==> config.mk <==
export PLATFORM = sky130hd
export DESIGN_NAME = ioctl_dl_tx
export DESIGN_NICKNAME = d
export VERILOG_FILES = /design/src/rtl/ioctl_pkg.sv /design/src/rtl/ioctl_dl_timer.sv /design/src/rtl/ioctl_dl_tx.sv
export SDC_FILE = /design/constraint.sdc
export NUM_CORES = 1
export LEC_CHECK = 0
export ABC_AREA = 0
export BUFFER_PORTS_ARGS = -buffer_cell sky130_fd_sc_hd__buf_4
export CORE_MARGIN = 2
export CORE_UTILIZATION = 56
export CTS_BUF_LIST = sky130_fd_sc_hd__clkbuf_16
export CTS_CLUSTER_SIZE = 24
export DETAILED_ROUTE_END_ITERATION = 12
export PLACE_DENSITY = 0.79
export SKIP_CTS_REPAIR_TIMING = 1
export SYNTH_ARGS = -nofsm -noshare
export SYNTH_HDL_FRONTEND = slang
export SYNTH_SLANG_ARGS = --single-unit
==> constraint.sdc <==
create_clock -name clk_25 -period 2.8 [get_ports clk_25]
set_input_delay 0.56 -clock clk_25 [delete_from_list [all_inputs] [get_ports clk_25]]
set_output_delay 0.56 -clock clk_25 [all_outputs]
set_load 0.02 [all_outputs]
==> src/rtl/ioctl_pkg.sv <==
// Shared types and constants for the HPS ioctl download path.
package ioctl_pkg;

  // Transmitter FSM states.
  typedef enum logic [2:0] {
    StIdle,
    StLead,
    StFetch,
    StStrobe,
    StGap,
    StTail
  } ioctl_tx_state_t;

  // Default window timing, shaped like the framework loader's downloads.
  localparam int unsigned IOCTL_LEAD_CYC = 8;
  localparam int unsigned IOCTL_GAP_CYC  = 3;
  localparam int unsigned IOCTL_TAIL_CYC = 8;

  // Download indices the game top decodes from ioctl_index.
  localparam logic [7:0] IOCTL_IDX_ROM   = 8'd0;
  localparam logic [7:0] IOCTL_IDX_MOD   = 8'd1;
  localparam logic [7:0] IOCTL_IDX_NVRAM = 8'd2;
  localparam logic [7:0] IOCTL_IDX_CFG   = 8'd254;

  // Bits needed to hold a timer load of max_cyc-1 (never less than 1).
  function automatic int unsigned tmr_width(input int unsigned max_cyc);
    return (max_cyc > 1) ? $clog2(max_cyc) : 1;
  endfunction

endpackage

==> src/rtl/ioctl_dl_timer.sv <==
// Loadable down-counter with a zero flag; shared by the LEAD, GAP and TAIL windows.
module ioctl_dl_timer #(
  parameter int unsigned Width = 3
) (
  input  logic             clk_25,
  input  logic             RESET_L,
  input  logic             load_i,
  input  logic [Width-1:0] load_val_i,
  output logic             zero_o
);

  localparam logic [Width-1:0] One = Width'(1);

  logic [Width-1:0] cnt_q, cnt_d;

  // Load wins over counting; the counter parks at zero.
  always_comb begin
    cnt_d = cnt_q;
    if (load_i) begin
      cnt_d = load_val_i;
    end else if (cnt_q != '0) begin
      cnt_d = cnt_q - One;
    end
  end

  // Counter register with synchronous active-low reset.
  always_ff @(posedge clk_25) begin
    if (!RESET_L) begin
      cnt_q <= '0;
    end else begin
      cnt_q <= cnt_d;
    end
  end

  assign zero_o = (cnt_q == '0);

endmodule

==> src/rtl/ioctl_dl_tx.sv <==
// Transmitter end of the ioctl download bus: replays a valid/ready byte stream
// as ioctl_download / ioctl_wr / ioctl_addr / ioctl_dout cycles.
module ioctl_dl_tx
  import ioctl_pkg::*;
#(
  parameter int unsigned ADDR_W   = 16,
  parameter int unsigned LEAD_CYC = IOCTL_LEAD_CYC,
  parameter int unsigned GAP_CYC  = IOCTL_GAP_CYC,
  parameter int unsigned TAIL_CYC = IOCTL_TAIL_CYC
) (
  input  logic              clk_25,
  input  logic              RESET_L,
  input  logic              start,
  input  logic              abort,
  input  logic [ADDR_W:0]   len,
  input  logic              src_valid,
  input  logic [7:0]        src_data,
  output logic              src_ready,
  output logic              ioctl_download,
  output logic              ioctl_wr,
  output logic [ADDR_W-1:0] ioctl_addr,
  output logic [7:0]        ioctl_dout,
  output logic              busy,
  output logic              done,
  output logic              aborted
);

  localparam int unsigned LG_MAX  = (LEAD_CYC > GAP_CYC) ? LEAD_CYC : GAP_CYC;
  localparam int unsigned TMR_MAX = (LG_MAX > TAIL_CYC) ? LG_MAX : TAIL_CYC;
  localparam int unsigned TMR_W   = tmr_width(TMR_MAX);

  // Timer loads are cycles-1 so the zero flag marks the last cycle of a window.
  localparam logic [TMR_W-1:0] LEAD_LOAD = TMR_W'(LEAD_CYC - 1);
  localparam logic [TMR_W-1:0] GAP_LOAD  = TMR_W'((GAP_CYC > 0) ? GAP_CYC - 1 : 0);
  localparam logic [TMR_W-1:0] TAIL_LOAD = TMR_W'(TAIL_CYC - 1);

  localparam logic [ADDR_W:0] CNT_ONE = (ADDR_W + 1)'(1);

  ioctl_tx_state_t state_q, state_d;

  // Counter is one bit wider than the address so len=2^ADDR_W completes without wrapping.
  logic [ADDR_W:0]   cnt_q, cnt_d;
  logic [ADDR_W:0]   len_q, len_d;
  logic [ADDR_W:0]   cnt_inc;
  logic [ADDR_W-1:0] addr_q, addr_d;
  logic [7:0]        dout_q, dout_d;
  logic              done_q, done_d;
  logic              aborted_q, aborted_d;

  logic             tmr_load;
  logic [TMR_W-1:0] tmr_val;
  logic             tmr_zero;

  ioctl_dl_timer #(
    .Width (TMR_W)
  ) u_timer (
    .clk_25     (clk_25),
    .RESET_L    (RESET_L),
    .load_i     (tmr_load),
    .load_val_i (tmr_val),
    .zero_o     (tmr_zero)
  );

  assign cnt_inc = cnt_q + CNT_ONE;

  // Next-state, counter and output-register logic for the download FSM.
  always_comb begin
    state_d   = state_q;
    cnt_d     = cnt_q;
    len_d     = len_q;
    addr_d    = addr_q;
    dout_d    = dout_q;
    done_d    = 1'b0;
    aborted_d = aborted_q;
    tmr_load  = 1'b0;
    tmr_val   = '0;

    unique case (state_q)
      StIdle: begin
        if (start) begin
          if (len == '0) begin
            // Empty transfer: report completion without opening a window.
            done_d = 1'b1;
          end else begin
            len_d     = len;
            cnt_d     = '0;
            aborted_d = 1'b0;
            state_d   = StLead;
            tmr_load  = 1'b1;
            tmr_val   = LEAD_LOAD;
          end
        end
      end

      StLead: begin
        if (abort) begin
          aborted_d = 1'b1;
          state_d   = StTail;
          tmr_load  = 1'b1;
          tmr_val   = TAIL_LOAD;
        end else if (tmr_zero) begin
          state_d = StFetch;
        end
      end

      StFetch: begin
        // Abort beats a byte offered in the same cycle.
        if (abort) begin
          aborted_d = 1'b1;
          state_d   = StTail;
          tmr_load  = 1'b1;
          tmr_val   = TAIL_LOAD;
        end else if (src_valid) begin
          dout_d  = src_data;
          addr_d  = cnt_q[ADDR_W-1:0];
          state_d = StStrobe;
        end
      end

      StStrobe: begin
        cnt_d = cnt_inc;
        if (cnt_inc == len_q) begin
          state_d  = StTail;
          tmr_load = 1'b1;
          tmr_val  = TAIL_LOAD;
        end else if (GAP_CYC == 0) begin
          state_d = StFetch;
        end else begin
          state_d  = StGap;
          tmr_load = 1'b1;
          tmr_val  = GAP_LOAD;
        end
      end

      StGap: begin
        if (abort) begin
          aborted_d = 1'b1;
          state_d   = StTail;
          tmr_load  = 1'b1;
          tmr_val   = TAIL_LOAD;
        end else if (tmr_zero) begin
          state_d = StFetch;
        end
      end

      StTail: begin
        if (tmr_zero) begin
          state_d = StIdle;
          done_d  = 1'b1;
        end
      end

      default: begin
        state_d = StIdle;
      end
    endcase
  end

  // State and datapath registers; reset drops the whole transfer at once.
  always_ff @(posedge clk_25) begin
    if (!RESET_L) begin
      state_q   <= StIdle;
      cnt_q     <= '0;
      len_q     <= '0;
      addr_q    <= '0;
      dout_q    <= '0;
      done_q    <= 1'b0;
      aborted_q <= 1'b0;
    end else begin
      state_q   <= state_d;
      cnt_q     <= cnt_d;
      len_q     <= len_d;
      addr_q    <= addr_d;
      dout_q    <= dout_d;
      done_q    <= done_d;
      aborted_q <= aborted_d;
    end
  end

  assign src_ready      = (state_q == StFetch);
  assign ioctl_download = (state_q != StIdle);
  assign busy           = (state_q != StIdle);
  assign ioctl_wr       = (state_q == StStrobe);
  assign ioctl_addr     = addr_q;
  assign ioctl_dout     = dout_q;
  assign done           = done_q;
  assign aborted        = aborted_q;

endmodule
## Word level (Yosys, flattened, before mapping)

Cells that the tools add are included.

| storage, ports and cells | value |
|---|---|
| bits in registers | 66 |
| word-level logic and storage cells | 70 |

| operators by class | value |
|---|---|
| mux-type cells | 31 |
| $add $sub $neg | 2 |
| eq/ne operators | 12 |
| bitwise logic cells | 2 |
| reductions and logical operators | 15 |

Operator list:

| cell | number |
|---|---|
| $mux 3 | 13 |
| $mux 17 | 2 |
| $pmux 17 s2 | 1 |
| $add 17x1->17 const B | 1 |
| $eq 17x17->1 | 1 |
| $logic_not 17->1 | 1 |
| $pmux 3 s5 | 1 |
| $mux 1 | 10 |
| $pmux 3 s3 | 1 |
| $reduce_and 3->1 | 3 |
| $eq 3x2->1 const B | 2 |
| $eq 3x3->1 const B | 2 |
| $logic_not 3->1 | 2 |
| $ne 2x2->1 const B | 3 |
| $reduce_bool 2->1 | 3 |
| $reduce_bool 3->1 | 2 |
| $reduce_and 5->1 | 1 |
| $pmux 1 s2 | 2 |
| $reduce_and 4->1 | 1 |
| $eq 3x1->1 const B | 1 |
| $ne 3x1->1 const B | 1 |
| $ne 3x3->1 const B | 1 |
| $pmux 1 s3 | 1 |
| $reduce_or 3->1 | 1 |
| other kinds (4) | 5 |

## Longest topological paths before layout

| depth | value |
|---|---|
| depth in word-level cells | 5 |
| gate-level depth with buffers | 8 |
| depth with buffers taken out | 8 |

## Cells and area by module

Synthesis repeated with hierarchy kept, for this count alone.

| unflattened totals | value |
|---|---|
| cells, all modules | 417 |
| area, all modules | 3385.7 µm² |

By module, submodules not included:

| module | area each (µm²) | seq. area each (µm²) | cells an instance | instances |
|---|---|---|---|---|
| ioctl_dl_tx | 3180.6 | 1261.2 | 395 | 1 |
| ioctl_dl_timer | 205.2 | 60.1 | 22 | 1 |

## Worst setup path before layout

OpenSTA, ideal clock, no wires.

| timing | value |
|---|---|
| path type | reg-to-reg |
| start point | register cnt_q[1] |
| end point | register state_q[0] |
| stages on the path, launching flop included | 9 |
| period minus slack after synthesis | 2349 ps |
| setup slack | 451 ps |
| arrival time | 2290 ps |
| library setup time | 59 ps |
| path buffers | 1 |
| cells stage by stage | dfxtp_1 -> ha_1 -> nand3_1 -> or3_1 -> clkbuf_1 -> a2111o_1 -> and3_1 -> a2111oi_4 -> o221a_2 |

| between the ends | value |
|---|---|
| word-level cells in the longest chain between the ends | 4 |

RTL lines:

| what | line | source |
|---|---|---|
| start, declared | ioctl_dl_tx.sv:42 | `logic [ADDR_W:0] cnt_q, cnt_d;` |
| start signal, assigned | ioctl_dl_tx.sv:171 | `cnt_q <= cnt_d;` |
| $add 17x1->17 | ioctl_dl_tx.sv:64 | `assign cnt_inc = cnt_q + CNT_ONE;` |
| $eq 17x17->1 | ioctl_dl_tx.sv:122 | `if (cnt_inc == len_q) begin` |
| $mux 1 | ioctl_dl_tx.sv:122 |  |
| $pmux 3 s5 | ioctl_dl_tx.sv:78 | `unique case (state_q)` |
| end signal, assigned | ioctl_dl_tx.sv:162 | `state_q <= StIdle;` |
| end signal, assigned | ioctl_dl_tx.sv:170 | `state_q <= state_d;` |
| end, declared | ioctl_dl_tx.sv:39 | `ioctl_tx_state_t state_q, state_d;` |

Every way passes these cells.
A chain may end at the register's enable or synchronous reset.

## Worst setup path after layout

| timing | value |
|---|---|
| start point | register cnt_q[0] |
| end point | register state_q[0] |

Same word-level chain as after synthesis.

==> results.toml <==
[worst_setup_path]
crit_start = "cnt_q[0]"
crit_type = "flop to flop"
end_kind = "flop"
crit_path_max_fanout = 4
r2r_setup_slack_ns = 0.34
r2r_start = "cnt_q[0]"
start_kind = "flop"
r2r_cells = 8
arrival_ns = 2.73
required_ns = 3.07
timing.rr.end = "state_q[0]"

[place]
port_buffers = 59
gp_congestion = 0.901
place_hpwl_mm = 5.46

[synth]
synth_cells = 421
synth_seq_cells = 66
synth_fp_nets = 454
yosys.area.top_type = "dfxtp_1"
ys_warn_count = 0
syn_avg_cell_area_um2 = 8.28
yosysTopAreaCellShare_pct = 37.9
synth-edff-count = 0
synthArstFlopShare_pct = 0
synth_area_um2 = 3480
synth.area.top_cells = "dfxtp_1 (38%), a21boi_0 (7.5%), nand2_1 (7.1%)"
synth_cell_types = 50
synthFlopType = "dfxtp_1"
seq_area_frac_synth_pct = 37.9

[routing]
drc = 0
first_pass_iters = 5
wl_met3_um = 570
wl_met1_mm = 3.67
via_count = 3131
ant_nets = 0
totalWireLength_mm = 8.02
detailroute.wirelength.met2_mm = 3.61
avgViaCountPerCell = 5.66
routedWlPerCell_um = 14.5
top_layer_used = "met4"
dr.first_iter.drc_count = 206

[power_and_ir_drop]
power_density_nw_per_um2 = 655
power_switching_uw = 795
power.static_leakage_nw = 1.72
p_clk_share_pct = 37.6
pwr-share-comb_pct = 24.0
p_seq_share_pct = 38.4
switching_share_pct = 28.4
ir_drop_mv = 0.420
p_int_mw = 2.00

[clocking]
cts_made_buffers = 9
clk_pin_slew_ns = 0.05
numClockSinks = 66
clock_latency_ns = 0.33
htreeDepth = 3
cts_tree = "built"
root_buffer = "clkbuf_16"
cts_buffer_depth = 2

[sta]
finalSetupViolCount = 0
finalSetupTns_ns = 0
slew_headroom_pct = 48.5
drv_slew = 0
period_needed_ns = 2.46
worst_pin_slew_ns = 0.771
fin_hold_ws_ns = 0.460
fin_crit_sh_pct = 87.9
max_freq_mhz = 406
hold_viol_final = 0
rsz0062_at_grt = "no"
fin_skew_ns = 0.00766

[min_path]
min_path_type = "flop to flop"
hold_depth = 2
hold_start = "ioctl_dout[6]"
min_to = "ioctl_dout[6]"

[final_layout]
mostFrequentLayoutCells = "buf_4 (76), nand2_1 (66), dfxtp_1 (66), a21boi_0 (35), nor2_1 (24)"
seqCellArea_um2 = 1320
drive_gt1_share_pct = 19.5
syn_to_final_growth_pct = 22.5
diodes = 0
fin_nets = 506
multi_input_area_um2 = 1980
fill_cells = 472
final_common_cell = "buf_4"

[floorplan]
ios = 60
rows = 28
initial_core_util_pct = 58.5
dieHeight_um = 82.9
core_area_um2 = 5960
die_area_um2 = 6870
dieWidth_um = 82.9

[global_route]
grt_pass1_wl_mm = 13.2
grt_pass1_vias = 2793
grt_max_degree = 67
antenna_found_initial = 0
grt_usage_pct = 23.3
grt_overflow = 0

[job]
drv_cap = 0

[status]
outcome = "completed"
==> critical path: stages (launching register included) <==
cell and delay, ns:
dfxtp_1 0.31, ha_1 0.21, buf_4 0.15, xnor3_1 0.19, nand4_1 0.08, or4b_1 0.53, a211o_1 0.33, a2111oi_4 0.38
o221a_2 0.24
==> power by group through the flow <==
| stage | sequential (mW) | clock (mW) | combinational, mW |
|---|---|---|---|
| floorplan | 1.08 | 0 | 0.510 |
| global placement | 1.09 | 0 | 0.647 |
| detailed placement | 1.09 | 0 | 0.668 |
| CTS | 1.07 | 1.06 | 0.673 |
| global route | 1.08 | 1.10 | 0.745 |
| finish | 1.07 | 1.05 | 0.671 |
==> metrics by stage <==
stage / setup slack, ns / power (mW) / cells / utilization (%) / area [µm²]
after floorplan: 0.451 / 1.59 / 421 / - / 3480
after global placement: 0.441 / 1.74 / 537 / 67.0 / 3990
after detailed placement: 0.379 / 1.76 / 537 / 67.0 / 3990
after CTS: 0.342 / 2.81 / 553 / 71.7 / 4270
after global routing: 0.218 / 2.92 / 553 / 71.7 / 4270
final: 0.339 / 2.80 / 553 / 71.7 / 4270
==> layout make-up <==
| type | count | area share (%) |
|---|---|---|
| Clock buffer | 9 | 5.27 |
| Sequential cell | 66 | 30.9 |
| Tap cell | 75 | 2.20 |
| Timing Repair Buffer | 76 | 13.4 |
| Multi-Input combinational cell | 313 | 46.4 |
| Inverter | 7 | 0.615 |
| Clock inverter | 7 | 1.26 |
==> state kept, by name (all words and copies together) (netlist names) <==
name           flops
state_q            3
done               1
u_timer.cnt_q      3
aborted            1
ioctl_dout         8
cnt_q             17
len_q             17
ioctl_addr        16
==> metal layers <==
metal  GRT usage, %  vias up
met5              0        -
met4           9.84        0
met3           5.96       19
met2           36.0      121
met1           30.8     1430
li1               -     1561
==> synth_stat cells (3+ instances only) <==
cell type  instances
xor2_1             9
inv_1              6
nand3b_1           4
nor2b_1           20
nand3_1           10
o211ai_1           3
nand2b_1           6
nor3b_1            3
nor3_1             8
o21ai_0           19
a31oi_1            6
and3_1             4
nor4_1             7
a21boi_0          35
ha_1               3
xnor2_1           18
buf_1              3
and2_1             4
mux2i_1           18
dfxtp_1           66
nand2_1           66
buf_2              7
a21oi_1            8
nand4_1           10
or3_1              4
nor2_1            24
clkbuf_1          20
==> cell families (layout without fill, tap and decap cells) <==
logic type,after synthesis,count (layout),synth area share [%]
xor+xnor,28,28,7.43
compound gates,87,87,17.8
simple gates,176,176,25.1
flops,66,66,37.9
mux,18,18,5.17
buf+inv,42,99,5.28
fa+ha+maj,4,4,1.36
==> worst max path at each step <==
stage                                  end  depth (start not counted)
final                           state_q[0]                          8
after global routing            state_q[0]                          6
after CTS                       state_q[0]                          8
after detailed placement  u_timer.cnt_q[2]                          8
after global placement          state_q[0]                          8
after floorplan                 state_q[0]                          8
(Power assumes the default switching activity.)
